--- config.mk ---
export PLATFORM = sky130hd
export DESIGN_NAME = sdram_arbiter
export DESIGN_NICKNAME = d
export VERILOG_FILES = /design/src/rtl/sdram_arbiter.sv
export SDC_FILE = /design/constraint.sdc
export NUM_CORES = 1
export LEC_CHECK = 0
export ABC_AREA = 1
export CAP_MARGIN = 20
export CORE_AREA = 3 3 126 128
export DETAILED_ROUTE_END_ITERATION = 16
export DIE_AREA = 0 0 129 131
export GPL_ROUTABILITY_DRIVEN = 1
export PLACE_DENSITY = 0.76
export SLEW_MARGIN = 25
export SYNTH_ARGS = -nofsm -noshare
export SYNTH_HDL_FRONTEND = slang
export SYNTH_SLANG_ARGS = --single-unit
--- constraint.sdc ---
create_clock -name clk -period 2.4 [get_ports clk]
set_input_delay 0.36 -clock clk [delete_from_list [all_inputs] [get_ports clk]]
set_output_delay 0.36 -clock clk [all_outputs]
set_load 0.05 [all_outputs]
--- src/rtl/sdram_arbiter.sv ---
// Round-robin arbiter sharing one SDRAM controller port among NPORTS clients.
// Optional read-return watchdog enabled by defining SDRAM_ARB_TIMEOUT_EN.
module sdram_arbiter #(
  parameter int NPORTS  = 4,
  parameter int AW      = 16,
  parameter int DW      = 32,
  parameter int TIMEOUT = 255
) (
  input  logic                 clk,
  input  logic                 reset,
  input  logic [NPORTS-1:0]    p_req,
  input  logic [NPORTS-1:0]    p_we,
  input  logic [NPORTS*AW-1:0] p_addr,
  input  logic [NPORTS*DW-1:0] p_data,
  output logic [NPORTS-1:0]    p_ack,
  output logic [NPORTS-1:0]    p_valid,
  output logic [DW-1:0]        p_q,
  output logic                 m_req,
  output logic                 m_we,
  output logic [AW-1:0]        m_addr,
  output logic [DW-1:0]        m_data,
  input  logic                 m_ack,
  input  logic                 m_valid,
  input  logic [DW-1:0]        m_q,
  output logic [NPORTS-1:0]    grant,
  output logic                 busy,
  output logic                 timeout_err
);

  localparam int PW = $clog2(NPORTS);

  if (NPORTS < 2 || NPORTS > 8 || TIMEOUT < 1 || TIMEOUT > 65535) begin : g_bad_param
    $error("sdram_arbiter: parameter out of range");
  end

  typedef enum logic [1:0] {
    S_IDLE,
    S_REQ,
    S_RDWAIT
  } state_t;

  state_t              r_state, w_state_nx;
  logic [PW-1:0]       r_rr, w_rr_nx, w_win;
  logic [NPORTS-1:0]   r_grant, w_grant_nx;
  logic                r_req, w_req_nx;
  logic                r_we, w_we_nx;
  logic [AW-1:0]       r_addr, w_addr_nx;
  logic [DW-1:0]       r_data, w_data_nx;
  logic                w_to;

  // Lowest-priority candidate is visited first so the last hit wins.
  always_comb begin
    int idx;
    w_win = '0;
    for (int i = NPORTS - 1; i >= 0; i--) begin
      idx = int'(r_rr) + i;
      if (idx >= NPORTS) idx = idx - NPORTS;
      if (p_req[idx]) w_win = PW'(idx);
    end
  end

  always_comb begin
    w_state_nx = r_state;
    w_rr_nx    = r_rr;
    w_grant_nx = r_grant;
    w_req_nx   = r_req;
    w_we_nx    = r_we;
    w_addr_nx  = r_addr;
    w_data_nx  = r_data;
    p_ack      = '0;
    p_valid    = '0;
    unique case (r_state)
      S_IDLE: begin
        if (|p_req) begin
          w_grant_nx = NPORTS'(1) << w_win;
          w_we_nx    = p_we[w_win];
          w_addr_nx  = p_addr[int'(w_win)*AW +: AW];
          w_data_nx  = p_data[int'(w_win)*DW +: DW];
          w_req_nx   = 1'b1;
          w_state_nx = S_REQ;
          w_rr_nx    = (int'(w_win) == NPORTS - 1) ? '0 : w_win + 1'b1;
        end
      end
      S_REQ: begin
        if (m_ack) begin
          p_ack    = r_grant;
          w_req_nx = 1'b0;
          if (r_we || m_valid) begin
            p_valid    = r_we ? '0 : r_grant;
            w_grant_nx = '0;
            w_state_nx = S_IDLE;
          end else begin
            w_state_nx = S_RDWAIT;
          end
        end
      end
      S_RDWAIT: begin
        if (m_valid) begin
          p_valid    = r_grant;
          w_grant_nx = '0;
          w_state_nx = S_IDLE;
        end else if (w_to) begin
          w_grant_nx = '0;
          w_state_nx = S_IDLE;
        end
      end
      default: begin
        w_grant_nx = '0;
        w_req_nx   = 1'b0;
        w_state_nx = S_IDLE;
      end
    endcase
  end

  always_ff @(posedge clk or posedge reset) begin
    if (reset) begin
      r_state <= S_IDLE;
      r_rr    <= '0;
      r_grant <= '0;
      r_req   <= 1'b0;
      r_we    <= 1'b0;
      r_addr  <= '0;
      r_data  <= '0;
    end else begin
      r_state <= w_state_nx;
      r_rr    <= w_rr_nx;
      r_grant <= w_grant_nx;
      r_req   <= w_req_nx;
      r_we    <= w_we_nx;
      r_addr  <= w_addr_nx;
      r_data  <= w_data_nx;
    end
  end

`ifdef SDRAM_ARB_TIMEOUT_EN
  localparam int CW = (TIMEOUT < 256) ? 8 : 16;

  logic [CW-1:0] r_cnt;
  logic          r_terr;

  // Counter is zero on the first RDWAIT cycle and fires on the TIMEOUT-th.
  assign w_to = (r_state == S_RDWAIT) && !m_valid &&
                (r_cnt == CW'(TIMEOUT - 1));

  always_ff @(posedge clk or posedge reset) begin
    if (reset) begin
      r_cnt  <= '0;
      r_terr <= 1'b0;
    end else begin
      r_cnt <= (r_state == S_RDWAIT) ? r_cnt + 1'b1 : '0;
      if (w_to) r_terr <= 1'b1;
    end
  end

  assign timeout_err = r_terr;
`else
  assign w_to        = 1'b0;
  assign timeout_err = 1'b0;
`endif

  assign m_req  = r_req;
  assign m_we   = r_we;
  assign m_addr = r_addr;
  assign m_data = r_data;
  assign grant  = r_grant;
  assign busy   = (r_state != S_IDLE);
  assign p_q    = m_q;

endmodule

==> metrics.csv <==
stage,metric,value,unit
floorplan,die area,16900,sq um
synth,Seq cells post-synth,58,
critical_path,element type at the critical path start,flop,
critical_path,most frequent CP cell,inv_1,
detailed_routing,initial drt markers,311,
cells_and_area,area taken by multi-input logic gates,2490,sq um
cells_and_area,Layout fillers,1505,
sta,Setup Skew,0.00627,ns
critical_path,WS Path Type,flop to output pin,
critical_path,worst path bufs/invs,3,
clocking,Worst-path clk slew,0.05,ns
placement,placed insts,1311,
critical_path,CP endpoint,p_valid[1],
synth,top cell type's share of synthesized area,27.4,%
critical_path,Worst setup EP type,output pin,
clocking,CTS tree,built,
cells_and_area,Antenna Cells,0,
sta,Setup Total Neg Slack,0,ns
sta,hold_ws,0.412,ns
critical_path,slowest CP cell,dfrtp_1,
placement,GP Congestion,0.837,
floorplan,Die W,129,microns
cells_and_area,"Design Area, Final",8220,sq um
sta,Final min period,2.16,ns
clocking,clock root cell,clkbuf_16,
pwr,static leakage,4.58,nW
placement,IO Port Bufs,266,
detailed_routing,top routing layer used,met4,
placement,dpl cell area,7950,sq um
sta,fmax,462,MHz
critical_path,CP max stage delay,0.38,ns
sta,Fin. Hold Viols,0,
critical_path,Worst Path Arrival,1.80,ns
cells_and_area,nets@finish,1374,
detailed_routing,post-route ant nets,0,
critical_path,Required @ worst endpoint,2.04,ns
cells_and_area,most frequent cells in the layout,"320 x nand2_1, 257 x clkdlybuf4s50_1, 212 x inv_1, 203 x nand3_1, 57 x dfrtp_1",
sta,Pins Over Slew Limit,0,
critical_path,r2r setup slk,0.41,ns
global_routing,vias in the first global route,5658,
detailed_routing,DR DRC count,0,
detailed_routing,Avg WL per Cell,13.6,microns
sta,Worst Max-Slew Pin Slew,0.589,ns
synth,Post-synth EDFFs,0,
floorplan,Die Y-Extent,131,microns
synth,sequential share of the synthesized area,27.4,%
job,max-cap viol count,0,
critical_path,Crit path max-delay family,flip-flops,
sta,# setup viols final,0,
detailed_routing,vias per cell,4.67,
global_routing,overall global routing resource usage,20.4,%
synth,Most used DFF post-synth,dfrtp_1,
cells_and_area,Post-Layout Cell Count,1326,
clocking,Clock Sinks,58,
pwr,Peak VDD IR,1010,uV
critical_path,"Cell Chain, Critical Path","inv_1, ha_1, nand2_1, o21ai_0, inv_1, nor3_1, buf_12",
synth,Mapped Cells,927,
placement,HPWL after detailed placement,13.5,mm
detailed_routing,metal2 WL,8.42,mm
critical_path,reg2reg start,r_rr[0]$_DFFE_PP0P_,
cells_and_area,share of layout cells above drive strength 1,4.66,%
floorplan,Initial Utilization,35.4,%
global_routing,GRT overflow,0,
detailed_routing,WL final,18.0,mm
cells_and_area,synthesis-to-finish area growth,55.1,%
synth,Mapped Nets,1167,
sta,Rel. slew slack,60.4,%
clocking,"Clk Latency, worst-skew pair",0.32,ns
pwr,power per cell area,1540,nW/um^2
synth,Mean Syn Cell Area,5.71,sq um
critical_path,Crit Path Max Fanout,4,
detailed_routing,total number of vias,6198,
synth,number of distinct library cells after synthesis,26,
synth,YS warnings,0,
clocking,CTS max path bufs,2,
critical_path,r2r endpoint,m_addr[6]$_DFFE_PP0P_,
sta,crit share post-route,90.1,%
status,run status,"finished, final reports clean",
detailed_routing,WL met1,7.35,mm
floorplan,Top Ports,332,
clocking,CTS Buf Count,9,
clocking,htree depth,3,
critical_path,crit path from,r_state[1]$_DFFE_PP0P_,
detailed_routing,met3 wire len,1.85,mm
global_routing,first-pass GRT wire length,27.6,mm
worst_hold_path,Hold Path Class,input port to asynchronous set/reset pin,
global_routing,largest net degree at the start of global routing,59,
floorplan,core box area,15000,sq um
cells_and_area,"leading cell type in the layout, fill and taps excluded",nand2_1,
synth,Synth area leader,dfrtp_1,
floorplan,num rows,45,
synth,Synth area leaders,"dfrtp_1 27%, nand2_1 23%, nand3_1 19%",
cells_and_area,Sequential cell area,1450,sq um
critical_path,Levels on crit path,7,
synth,Post-Syn Area,5300,sq um
global_routing,initial antenna violation count,0,
critical_path,R2R depth,14,
sta,RSZ-0062 raised after global routing,false,
synth,ys async rst share,100,%
detailed_routing,DR pass1 iterations,5,
-- area by class of cell --
cell class              count  area share (%)
clock inverters             3           0.183
repair buffers            281            35.8
multi-input cells         564            30.3
well taps                 188            2.86
inverters                 220            10.0
flip-flops and latches     58            17.7
clock buffers              12            3.12
-- per-stage QoR --
stage,total power [W],utilization [%],worst slack (ns)
floorplan,0.00877,-,0.0606
global placement,0.0114,53.1,0.116
detailed placement,0.0115,53.1,0.0444
CTS,0.0128,54.9,0.241
global route,0.0138,54.9,0.0538
finish,0.0126,54.9,0.237
-- repair_timing --
action / CTS / global route
setup buffers: 0 / 0
hold buffers: 0 / 0
endpoints found under the setup margin: 0 / 2
resized for setup: 0 / 1
-- metal layers --
layer / vias up / track usage [%]
met1: 2732 / 23.9
met2: 297 / 34.6
met4: 0 / 7.97
met3: 32 / 6.71
li1: 3137 / -
met5: - / 0
-- Yosys cell counts, types with 4 or more instances --
cell type  count
buf_2          8
inv_2          5
buf_6         10
buf_4         36
o21ai_0        9
dfrtp_1       58
nand3_1      203
nand2_1      320
nor3_1         4
nor2_1         7
inv_1        213
ha_1           4
clkbuf_1      28
-- how the worst min path moves through the flow --
stage / endpoint / slack, ns / cells past startpoint
after floorplan: r_state[0]$_DFFE_PP0P_ / 0.48 / 2
after global placement: m_addr[2]$_DFFE_PP0P_ / 0.46 / 2
after detailed placement: m_data[31]$_DFFE_PP0P_ / 0.46 / 2
after CTS: m_data[9]$_DFFE_PP0P_ / 0.42 / 3
after global routing: m_data[9]$_DFFE_PP0P_ / 0.44 / 3
final: m_data[9]$_DFFE_PP0P_ / 0.41 / 3
-- power by group --
group          internal, W  leakage [nW]  switching, W
logic              0.00338          3.73       0.00626
clock network     0.000743         0.138      0.000438
registers          0.00150         0.716      0.000304
total              0.00562          4.58       0.00700
-- state kept, by name (all words and copies together), names as in the netlist --
name / cells
grant: 4
r_state: 2
m_data: 32
m_req: 1
r_rr: 2
m_addr: 16
m_we: 1
-- worst register-to-register path, stage by stage (launching register included) --
cell and delay [ns]:
dfrtp_2 0.49, inv_1 0.11, nand2_1 0.09, nand3_1 0.08, nand2_1 0.10, nand3_2 0.10, nand2_2 0.09, nand2_4 0.08
nand2_4 0.11, buf_12 0.24, nand2_1 0.14, nand3_1 0.07, nand2_1 0.05, nand2_1 0.05, nand2_1 0.05
-- cells by family after synthesis --
logic type	share of synthesized area (%)
other cells	0.0708
xor+xnor	0.165
fa+ha+maj	0.945
compound gates	1.37
simple gates	44.3
buf+inv	25.8
flops	27.4
Note: power is estimated with default switching activity, not from simulation.
